===== config.mk =====
export PLATFORM = sky130hd
export DESIGN_NAME = gomoku_match_ctrl
export DESIGN_NICKNAME = d
export VERILOG_FILES = /design/src/rtl/gomoku_pkg.sv /design/src/rtl/turn_timer.sv /design/src/rtl/gomoku_match_ctrl.sv
export SDC_FILE = /design/constraint.sdc
export NUM_CORES = 1
export LEC_CHECK = 0
export ABC_AREA = 1
export CORE_MARGIN = 2
export CORE_UTILIZATION = 35
export DETAILED_ROUTE_END_ITERATION = 10
export PLACE_DENSITY = 0.63
export SYNTH_ARGS = -nofsm -noshare
export SYNTH_HDL_FRONTEND = slang
export SYNTH_HIERARCHICAL = 1
export SYNTH_SLANG_ARGS = --single-unit

===== constraint.sdc =====
create_clock -name clk -period 5.1 [get_ports clk]
set_clock_uncertainty 0.15 [all_clocks]
set_input_delay 0.765 -clock clk [delete_from_list [all_inputs] [get_ports clk]]
set_output_delay 0.765 -clock clk [all_outputs]
set_load 0.05 [all_outputs]

===== src/rtl/gomoku_pkg.sv =====
// Shared encodings for the gomoku match controller: states, sides, judger
// result codes and board cell codes.
package gomoku_pkg;

    typedef enum logic [3:0] {
        S_STOPPED     = 4'd0,
        S_STARTING    = 4'd1,
        S_RESET_STATE = 4'd2,
        S_WAIT_INPUT  = 4'd3,
        S_JUDGE       = 4'd4,
        S_WRITE       = 4'd5,
        S_UNDO        = 4'd6,
        S_END         = 4'd7,
        S_MATCH_END   = 4'd8
    } state_e;

    localparam logic SIDE_RED   = 1'b0;
    localparam logic SIDE_GREEN = 1'b1;

    // Must track game_judger's result encoding.
    localparam logic [1:0] JUDGER_INVALID = 2'b00;
    localparam logic [1:0] JUDGER_VALID   = 2'b01;
    localparam logic [1:0] JUDGER_WIN     = 2'b10;

    localparam logic [1:0] CELL_EMPTY = 2'b00;
    localparam logic [1:0] CELL_RED   = 2'b01;
    localparam logic [1:0] CELL_GREEN = 2'b10;

    function automatic logic [1:0] side_cell(input logic side);
        return (side == SIDE_RED) ? CELL_RED : CELL_GREEN;
    endfunction

endpackage


===== src/rtl/turn_timer.sv =====
// Per-turn countdown: reloads on load or after expiring, decrements on tick,
// and is held at zero while disabled.
module turn_timer #(
    parameter int unsigned RELOAD = 9
) (
    input  logic       clk,
    input  logic       rst,
    input  logic       en,
    input  logic       load,
    input  logic       tick,
    output logic [3:0] count,
    output logic       expire
);

    logic [3:0] count_q, count_d;

    always_comb begin
        count_d = count_q;
        if (!en) begin
            count_d = 4'd0;
        end else if (load) begin
            count_d = 4'(RELOAD);
        end else if (tick) begin
            count_d = (count_q == 4'd0) ? 4'(RELOAD) : count_q - 4'd1;
        end
    end

    always_ff @(posedge clk) begin
        if (rst) begin
            count_q <= 4'd0;
        end else begin
            count_q <= count_d;
        end
    end

    // Independent of en/load so the controller can use it to pick its next state.
    assign expire = tick & (count_q == 4'd0);
    assign count  = count_q;

endmodule


===== src/rtl/gomoku_match_ctrl.sv =====
// Match controller for an N x N gomoku board: power-up, board clear, key
// entry, judging, board write, undo, turn timeout and match-point tracking.
module gomoku_match_ctrl
    import gomoku_pkg::*;
#(
    parameter int unsigned EDGE_BITS    = 3,
    parameter int unsigned TURN_SECONDS = 9,
    parameter int unsigned WIN_BITS     = 4,
    parameter int unsigned MATCH_POINT  = 5
) (
    input  logic                   clk,
    input  logic                   rst,
    input  logic                   sw_power,
    input  logic                   btn_reset,
    input  logic                   btn_ok,
    input  logic                   btn_undo,
    input  logic                   tick,
    input  logic                   flicker_fall,
    input  logic                   key_valid,
    output logic                   key_ready,
    input  logic [EDGE_BITS:0]     key_index,
    output logic                   memrst_en,
    input  logic                   memrst_done,
    output logic                   judge_req,
    input  logic                   judge_done,
    input  logic [1:0]             judge_result,
    output logic [2*EDGE_BITS-1:0] pos,
    output logic                   active_side,
    output logic                   ram_we,
    output logic [1:0]             ram_wr_data,
    output logic                   cursor_valid,
    output logic [3:0]             num_countdown,
    output logic [WIN_BITS-1:0]    red_wins,
    output logic [WIN_BITS-1:0]    green_wins,
    output logic [3:0]             state_o,
    output logic                   match_over
);

    localparam int unsigned PB = 2 * EDGE_BITS;
    localparam int unsigned CB = PB + 1;
    localparam logic [CB-1:0]       LAST_CELL = CB'((1 << PB) - 1);
    localparam logic [WIN_BITS-1:0] WIN_MAX   = '1;
    localparam logic [WIN_BITS-1:0] MP_VAL    = WIN_BITS'(MATCH_POINT);

    state_e                state_q, state_d;
    logic                  side_q, side_d;
    logic                  loser_q, loser_d;
    logic [EDGE_BITS-1:0]  x_q, x_d, y_q, y_d;
    logic                  x_ent_q, x_ent_d, y_ent_q, y_ent_d;
    logic                  undo_q, undo_d;
    logic [PB-1:0]         last_pos_q, last_pos_d;
    logic [CB-1:0]         pieces_q, pieces_d;
    logic [WIN_BITS-1:0]   red_q, red_d, green_q, green_d;
    logic [1:0]            flick_q, flick_d;
    logic [1:0]            result_q, result_d;
    logic                  ok_prev_q, ok_prev_d, undo_prev_q, undo_prev_d;

    logic                  ok_rise, undo_rise;
    logic                  timer_en, timer_load, timer_expire;
    logic [PB-1:0]         cur_pos;
    logic [WIN_BITS-1:0]   red_inc, green_inc;

    assign ok_rise   = btn_ok & ~ok_prev_q;
    assign undo_rise = btn_undo & ~undo_prev_q;
    assign cur_pos   = {y_q, x_q};
    assign red_inc   = (red_q == WIN_MAX) ? red_q : red_q + 1'b1;
    assign green_inc = (green_q == WIN_MAX) ? green_q : green_q + 1'b1;

    always_comb begin
        state_d     = state_q;
        side_d      = side_q;
        loser_d     = loser_q;
        x_d         = x_q;
        y_d         = y_q;
        x_ent_d     = x_ent_q;
        y_ent_d     = y_ent_q;
        undo_d      = undo_q;
        last_pos_d  = last_pos_q;
        pieces_d    = pieces_q;
        red_d       = red_q;
        green_d     = green_q;
        flick_d     = 2'd0;
        result_d    = result_q;
        ok_prev_d   = btn_ok;
        undo_prev_d = btn_undo;

        // Key capture sits before the FSM so any clear below takes precedence.
        if (key_valid && key_ready) begin
            if (key_index[EDGE_BITS]) begin
                x_d     = key_index[EDGE_BITS-1:0];
                x_ent_d = 1'b1;
            end else begin
                y_d     = key_index[EDGE_BITS-1:0];
                y_ent_d = 1'b1;
            end
        end

        case (state_q)
            S_STOPPED: begin
                if (sw_power) state_d = S_STARTING;
            end
            S_STARTING: begin
                flick_d = flick_q;
                if (flicker_fall) begin
                    if (flick_q == 2'd2) state_d = S_RESET_STATE;
                    else                 flick_d = flick_q + 2'd1;
                end
            end
            S_RESET_STATE: begin
                if (memrst_done) state_d = S_WAIT_INPUT;
            end
            S_WAIT_INPUT: begin
                // A timeout forfeits the move, so it outranks both buttons.
                if (timer_expire) begin
                    side_d  = ~side_q;
                    x_ent_d = 1'b0;
                    y_ent_d = 1'b0;
                    undo_d  = 1'b0;
                end else if (undo_rise && undo_q) begin
                    state_d = S_UNDO;
                end else if (ok_rise && x_ent_q && y_ent_q) begin
                    state_d = S_JUDGE;
                end
            end
            S_JUDGE: begin
                if (judge_done) begin
                    if (judge_result == JUDGER_VALID || judge_result == JUDGER_WIN) begin
                        result_d = judge_result;
                        state_d  = S_WRITE;
                    end else begin
                        x_ent_d = 1'b0;
                        y_ent_d = 1'b0;
                        state_d = S_WAIT_INPUT;
                    end
                end
            end
            S_WRITE: begin
                last_pos_d = cur_pos;
                undo_d     = 1'b1;
                pieces_d   = pieces_q + CB'(1);
                if (result_q == JUDGER_WIN) begin
                    loser_d = ~side_q;
                    if (side_q == SIDE_RED) begin
                        red_d   = red_inc;
                        state_d = (red_inc == MP_VAL) ? S_MATCH_END : S_END;
                    end else begin
                        green_d = green_inc;
                        state_d = (green_inc == MP_VAL) ? S_MATCH_END : S_END;
                    end
                end else if (pieces_q == LAST_CELL) begin
                    state_d = S_END;
                end else begin
                    side_d  = ~side_q;
                    x_ent_d = 1'b0;
                    y_ent_d = 1'b0;
                    state_d = S_WAIT_INPUT;
                end
            end
            S_UNDO: begin
                pieces_d = pieces_q - CB'(1);
                side_d   = ~side_q;
                undo_d   = 1'b0;
                x_ent_d  = 1'b0;
                y_ent_d  = 1'b0;
                state_d  = S_WAIT_INPUT;
            end
            S_END: begin
                if (ok_rise) state_d = S_RESET_STATE;
            end
            S_MATCH_END: begin
                if (ok_rise) begin
                    red_d   = '0;
                    green_d = '0;
                    state_d = S_RESET_STATE;
                end
            end
            default: state_d = S_STOPPED;
        endcase

        if (!sw_power) begin
            state_d = S_STOPPED;
            red_d   = '0;
            green_d = '0;
        end else if (btn_reset && state_q != S_STOPPED) begin
            state_d = S_RESET_STATE;
        end

        if (state_d == S_RESET_STATE) begin
            x_ent_d  = 1'b0;
            y_ent_d  = 1'b0;
            undo_d   = 1'b0;
            pieces_d = '0;
            side_d   = loser_d;
        end
    end

    always_ff @(posedge clk) begin
        if (rst) begin
            state_q     <= S_STOPPED;
            side_q      <= SIDE_RED;
            loser_q     <= SIDE_RED;
            x_q         <= '0;
            y_q         <= '0;
            x_ent_q     <= 1'b0;
            y_ent_q     <= 1'b0;
            undo_q      <= 1'b0;
            last_pos_q  <= '0;
            pieces_q    <= '0;
            red_q       <= '0;
            green_q     <= '0;
            flick_q     <= 2'd0;
            result_q    <= JUDGER_INVALID;
            ok_prev_q   <= 1'b0;
            undo_prev_q <= 1'b0;
        end else begin
            state_q     <= state_d;
            side_q      <= side_d;
            loser_q     <= loser_d;
            x_q         <= x_d;
            y_q         <= y_d;
            x_ent_q     <= x_ent_d;
            y_ent_q     <= y_ent_d;
            undo_q      <= undo_d;
            last_pos_q  <= last_pos_d;
            pieces_q    <= pieces_d;
            red_q       <= red_d;
            green_q     <= green_d;
            flick_q     <= flick_d;
            result_q    <= result_d;
            ok_prev_q   <= ok_prev_d;
            undo_prev_q <= undo_prev_d;
        end
    end

    // Countdown lives only in WAIT_INPUT/JUDGE and reloads on each entry to WAIT_INPUT.
    assign timer_en   = (state_d == S_WAIT_INPUT) || (state_d == S_JUDGE);
    assign timer_load = (state_d == S_WAIT_INPUT) && (state_q != S_WAIT_INPUT);

    turn_timer #(
        .RELOAD (TURN_SECONDS)
    ) u_turn_timer (
        .clk    (clk),
        .rst    (rst),
        .en     (timer_en),
        .load   (timer_load),
        .tick   (tick),
        .count  (num_countdown),
        .expire (timer_expire)
    );

    assign key_ready    = (state_q == S_WAIT_INPUT);
    assign memrst_en    = (state_q == S_RESET_STATE);
    assign judge_req    = (state_q == S_JUDGE);
    assign match_over   = (state_q == S_MATCH_END);
    assign ram_we       = (state_q == S_WRITE) || (state_q == S_UNDO);
    assign ram_wr_data  = (state_q == S_WRITE) ? side_cell(side_q) : CELL_EMPTY;
    assign pos          = (state_q == S_UNDO) ? last_pos_q : cur_pos;
    assign cursor_valid = x_ent_q & y_ent_q;
    assign active_side  = side_q;
    assign red_wins     = red_q;
    assign green_wins   = green_q;
    assign state_o      = state_q;

endmodule

# --- Word-level counts from Yosys, hierarchy flattened ---
# Cells that the tools add are included.
word_totals:
  register_bits: 46
  in_bits: 17
  output_inout_bits: 31
op_classes:
  n_addsub: 6
  n_eq_ne: 29
  n_mux: 58
  bitwise: 12
  n_reduce_logical: 31
ops:
  columns: ["op", "n"]
  rows:
  - ["$mux 4", 24]
  - ["$pmux 4 s8", 1]
  - ["$eq 4x3->1 const B", 7]
  - ["$mux 1", 21]
  - ["$eq 4x2->1 const B", 4]
  - ["$pmux 4 s2", 2]
  - ["$pmux 7 s2", 1]
  - ["$eq 4x4->1 const B", 3]
  - ["$reduce_and 4->1", 3]
  - ["$reduce_or 2->1", 5]
  - ["$add 4x1->4 const B", 2]
  - ["$logic_not 4->1", 2]
  - ["$not 1->1", 8]
  - ["$pmux 1 s4", 2]
  - ["$reduce_and 2->1", 4]
  - ["$reduce_bool 4->1", 2]
  - ["$add 7x1->7 const B", 1]
  - ["$eq 7x6->1 const B", 1]
  - ["$sub 7x1->7 const B", 1]
  - ["$eq 2x2->1 const B", 3]
  - ["$logic_and 1x1->1", 6]
  - ["$mux 3", 2]
  - ["$mux 6", 1]
  - ["$ne 2x2->1 const B", 3]
  - ["16 further kinds", 27]

# --- Logic depth before layout (Yosys ltp) ---
logic_depth:
  ltp_word: 14
  mapped_depth: 17
  mapped_depth_nobuf: 17

# --- Modules after synthesis ---
# Netlist, hierarchy kept.
modules_own_cells:
  columns: ["module", "instances", "cells_per_inst", "area_per_inst_um2", "seq_area_each_um2"]
  rows:
  - ["gomoku_match_ctrl", 1, 394, 2592.5, 840.8]
  - ["turn_timer", 1, 34, 222.7, 80.1]

# --- Worst setup path before layout ---
# OpenSTA, ideal clock, no wires.
synth_path:
  kind: "register to register"
  start: "register state_q[3], in the netlist state_o[3]"
  end: "register pieces_q[6]"
  setup_time_ns: 0.116
  arrival_ns: 2.689
  path_slack_ns: 2.145
  path_stages_with_launch: 15
  path_cell_list: "dfxtp_1 -> inv_1 -> nand3_1 -> inv_1 -> nand2_2 -> clkinv_1 -> ha_1 -> nand2_1 -> o21ai_0 -> a21oi_1 -> o21bai_1 -> nand2_1 -> o21ai_0 -> xor2_1 -> nor2_1"
synth_between:
  elab_chain_cells: 8
  elab_cells_between_ends: 27
synth_rtl:
  columns: ["item", "line", "rtl"]
  rows:
  - ["start, declared", "gomoku_match_ctrl.sv:45", "state_e state_q, state_d;"]
  - ["start signal, assigned", "gomoku_match_ctrl.sv:216", "state_q <= state_d;"]
  - ["$mux 4", "gomoku_match_ctrl.sv:121", "end else if (ok_rise && x_ent_q && y_ent_q) begin"]
  - ["$mux 4", "gomoku_match_ctrl.sv:119", "end else if (undo_rise && undo_q) begin"]
  - ["$mux 4", "gomoku_match_ctrl.sv:114", "if (timer_expire) begin"]
  - ["$pmux 4 s8", "gomoku_match_ctrl.sv:98", "case (state_q)"]
  - ["$mux 4", "gomoku_match_ctrl.sv:184", "end else if (btn_reset && state_q != S_STOPPED) begin"]
  - ["$mux 4", "gomoku_match_ctrl.sv:180", "if (!sw_power) begin"]
  - ["$eq 4x2->1", "gomoku_match_ctrl.sv:188", "if (state_d == S_RESET_STATE) begin"]
  - ["$reduce_or 2->1 (no source line)", null, null]
  - ["end signal, assigned", "gomoku_match_ctrl.sv:225", "pieces_q <= pieces_d;"]
  - ["end, declared", "gomoku_match_ctrl.sv:52", "logic [CB-1:0] pieces_q, pieces_d;"]
# Parallel ways exist; a longest one is shown, timed or not.
# A chain may end at the register's enable or synchronous reset.

# --- Worst setup path in the final report ---
layout_path:
  start: "register state_q[0], in the netlist state_o[0]"
  end: "output ram_we"
layout_between:
  elab_chain_cells: 2
  elab_cells_between_ends: 3
layout_rtl:
  columns: ["item", "line", "rtl"]
  rows:
  - ["$eq 4x3->1", "gomoku_match_ctrl.sv:255", "assign ram_we = (state_q == S_WRITE) || (state_q == S_UNDO);"]
  - ["$logic_or 1x1->1 *", "gomoku_match_ctrl.sv:255", null]
  - ["end, declared", "gomoku_match_ctrl.sv:29", "output logic ram_we,"]
# Every way passes the cells marked *; elsewhere a longest branch is shown, timed or not.

==> results.txt <==
clock root buffer -> clkbuf_8
CP required -> 4180 ps
Synthesized Nets -> 456
# Max-Cap Violations -> 0
Setup CP Type -> reg -> out
drt total wl -> 6.63 mm
sequential element share of the synthesized area -> 0.327
Pre-antenna DRT Iters -> 4
largest net degree at the start of global routing -> 15
NumNets Final -> 505
Slew HR -> 0.611
clk slew on worst S/H paths -> 90 ps
Syn. warnings -> 6
crit path cell chain -> inv_1 -> nor2_1 -> nand2_2 -> nand2_1 -> clkdlybuf4s50_1
hpwl dp -> 5.13 mm
share of cells above drive strength 1 -> 0.0943
P per Cell Area -> 201 mW/mm^2
starting density of the core -> 0.362
FILL cells -> 820
Die H -> 93.7 um
Slew @ Worst Pin -> 582 ps
Synth cell types -> 40
startpoint class of the critical path -> flip-flop
post-layout min period -> 3450 ps
CP peak stage delay -> 880 ps
Final setup violation count -> 0
met1 WL -> 3.28 mm
CTS Buf Count -> 5
clk sinks -> 46
Worst-Skew Late Latency -> 300 ps
hold slack final -> 329 ps
worst hold path type -> reg -> reg
die area -> 0.00878 mm^2
ant diodes -> 0
Leakage -> 1.55 nW
fin. max-slew vios -> 0
ANT nets after route -> 0
PortBufs -> 47
f_max -> 0.290 GHz
clock tree buffer depth -> 2
Critical Path Slowest Stage Cell -> clkdlybuf4s50_1
unrepaired setup endpoints after global routing -> no
final worst-path cycle share -> 0.676
gr usage total -> 0.160
Core Box Area -> 0.00777 mm^2
1st-iter DRT viols -> 106
Post-synth top flop -> dfxtp_1
Mapped Area -> 0.00282 mm^2
drc violations -> 0
status -> completed
Post-CTS Setup Inserts -> 0
Via density -> 4.68
post-synthesis area per instance -> 6.58 um^2
Syn Inst Count -> 428
CTS tree -> done
Async SR Flop Fraction -> 0
# resized after CTS -> 0
WL met2 -> 3.03 mm
IO Pins -> 48
Post-CTS Hold Buffers -> 0
row count -> 32
H-tree levels -> 2
Area Growth Syn to Fin -> 24.4%
Core Util, Final -> 0.451
first-pass GRT wire length -> 11.4 mm
crit path max fanout -> 12
vias -> 2710
WL/cell -> 11.5 um
Hold Fails Final Rpt -> 0
Setup crit end kind -> output pin
final setup TNS -> 0 ps
maximum vdd drop -> 0.0965 mV
Die W -> 93.7 um
vias in the first global route -> 2551
Top Metal Used -> met4
Placer Congestion -> 0.814
grt ovf -> 0
initial antenna violation count -> 0
Top delay family on crit path -> buffers and inverters
number of synthesized register bits -> 46
Buf/Inv on CP -> 2
metal3 WL -> 283 um
EDFF count, synth -> 0
Crit path arrival time -> 2530 ps
==> cells in the mapped netlist, types with 2 or more instances <==
master / n / share of area
a21oi_2: 2 / 0.0062
nor2_2: 5 / 0.011
ha_1: 10 / 0.044
nand3_1: 25 / 0.044
nand2_2: 7 / 0.016
o21ai_0: 22 / 0.039
nor2_4: 3 / 0.012
nor3b_1: 2 / 0.0053
a21oi_1: 16 / 0.028
nand3b_1: 3 / 0.0080
o21ai_2: 2 / 0.0062
nand4_1: 3 / 0.0067
nor2_1: 75 / 0.10
o211ai_1: 4 / 0.011
inv_1: 60 / 0.080
nand2_1: 96 / 0.13
xor2_1: 5 / 0.016
buf_2: 2 / 0.0036
or2_2: 3 / 0.0067
o21bai_1: 2 / 0.0053
clkbuf_1: 2 / 0.0027
a211oi_1: 5 / 0.013
dfxtp_1: 46 / 0.33
nand3_2: 2 / 0.0071
nor3_1: 4 / 0.0071
o21ai_1: 2 / 0.0036
inv_2: 7 / 0.0093
==> metal layers <==
metal,GRT usage,vias to the layer above
met5,0,-
met4,0.0338,0
met3,0.0329,5
met2,0.271,47
met1,0.211,1212
li1,-,1446
==> where the power goes <==
group | internal, mW | total, mW | switching (mW) | leakage, nW
sequential | 0.361 | 0.363 | 0.00183 | 0.371
combinational | 0.0237 | 0.0591 | 0.0353 | 1.12
clock | 0.157 | 0.282 | 0.125 | 0.0573
total | 0.542 | 0.704 | 0.162 | 1.55
==> registers in the layout, summed over array words and instances (netlist names) <==
| register | flops |
|---|---|
| pieces_q | 7 |
| last_pos_q | 6 |
| green_wins | 4 |
| red_wins | 4 |
| state_o | 4 |
| u_turn_timer/count | 4 |
| x_q | 3 |
| y_q | 3 |
| flick_q | 2 |
| result_q | 2 |
| active_side | 1 |
| loser_q | 1 |
| ok_prev_q | 1 |
| undo_prev_q | 1 |
| undo_q | 1 |
| x_ent_q | 1 |
| y_ent_q | 1 |
==> final timing paths <==
path                               endpoint       start  depth (start not counted)  slack [ps]
worst max register to register  pieces_q[6]  state_o[3]                         14        1950
worst min register to register      loser_q     loser_q                          2         330
worst max-delay path                 ram_we  state_o[0]                          5        1650
worst min-delay path                loser_q     loser_q                          2         330
==> cell usage in the layout, fill, tap and decap left out, types with 10 or more instances in the layout <==
cell and instances:
a21oi_1 16, nor2_1 75, clkdlybuf4s50_1 47, dfxtp_1 46, nand3_1 25, inv_1 60
o21ai_0 22, nand2_1 96, ha_1 10
==> through the flow <==
step / total power, mW / worst slack, ps / std cells / cell area, um^2
CTS: 0.713 / 1630 / 579 / 3500
global route: 0.734 / 1410 / 579 / 3500
finish: 0.704 / 1650 / 579 / 3500
global placement: 0.430 / 1930 / 572 / 3390
floorplan: 0.406 / 2150 / 428 / 2820
detailed placement: 0.430 / 1900 / 572 / 3390
==> kinds of logic after synthesis <==
group	count (synthesis)	synth area share
compound gates	60	0.136
buf+inv	74	0.102
xor+xnor	5	0.0156
simple gates	232	0.368
flops	46	0.327
fa+ha+maj	11	0.0516
==> worst register-to-register path: stages, from the launching register on <==
cell and delay (ps):
dfxtp_1 440, inv_1 100, nand3_1 160, inv_1 70
nand2_2 180, clkinv_1 360, ha_1 490, nand2_1 60
o21ai_0 340, a21oi_1 110, o21bai_1 200, nand2_1 60
o21ai_0 100, xor2_1 170, nor2_1 60
==> layout make-up <==
cell class / instances / area (um^2) / area share
inverter: 69 / 262 / 0.0747
sequential: 46 / 921 / 0.263
multi-input combinational: 308 / 1610 / 0.459
timing repair buffer: 47 / 470 / 0.134
clock inverter: 1 / 30.0 / 0.00858
tap: 102 / 128 / 0.0365
clock buffer: 6 / 82.6 / 0.0236
No activity file was read; power rests on OpenSTA's default activity.
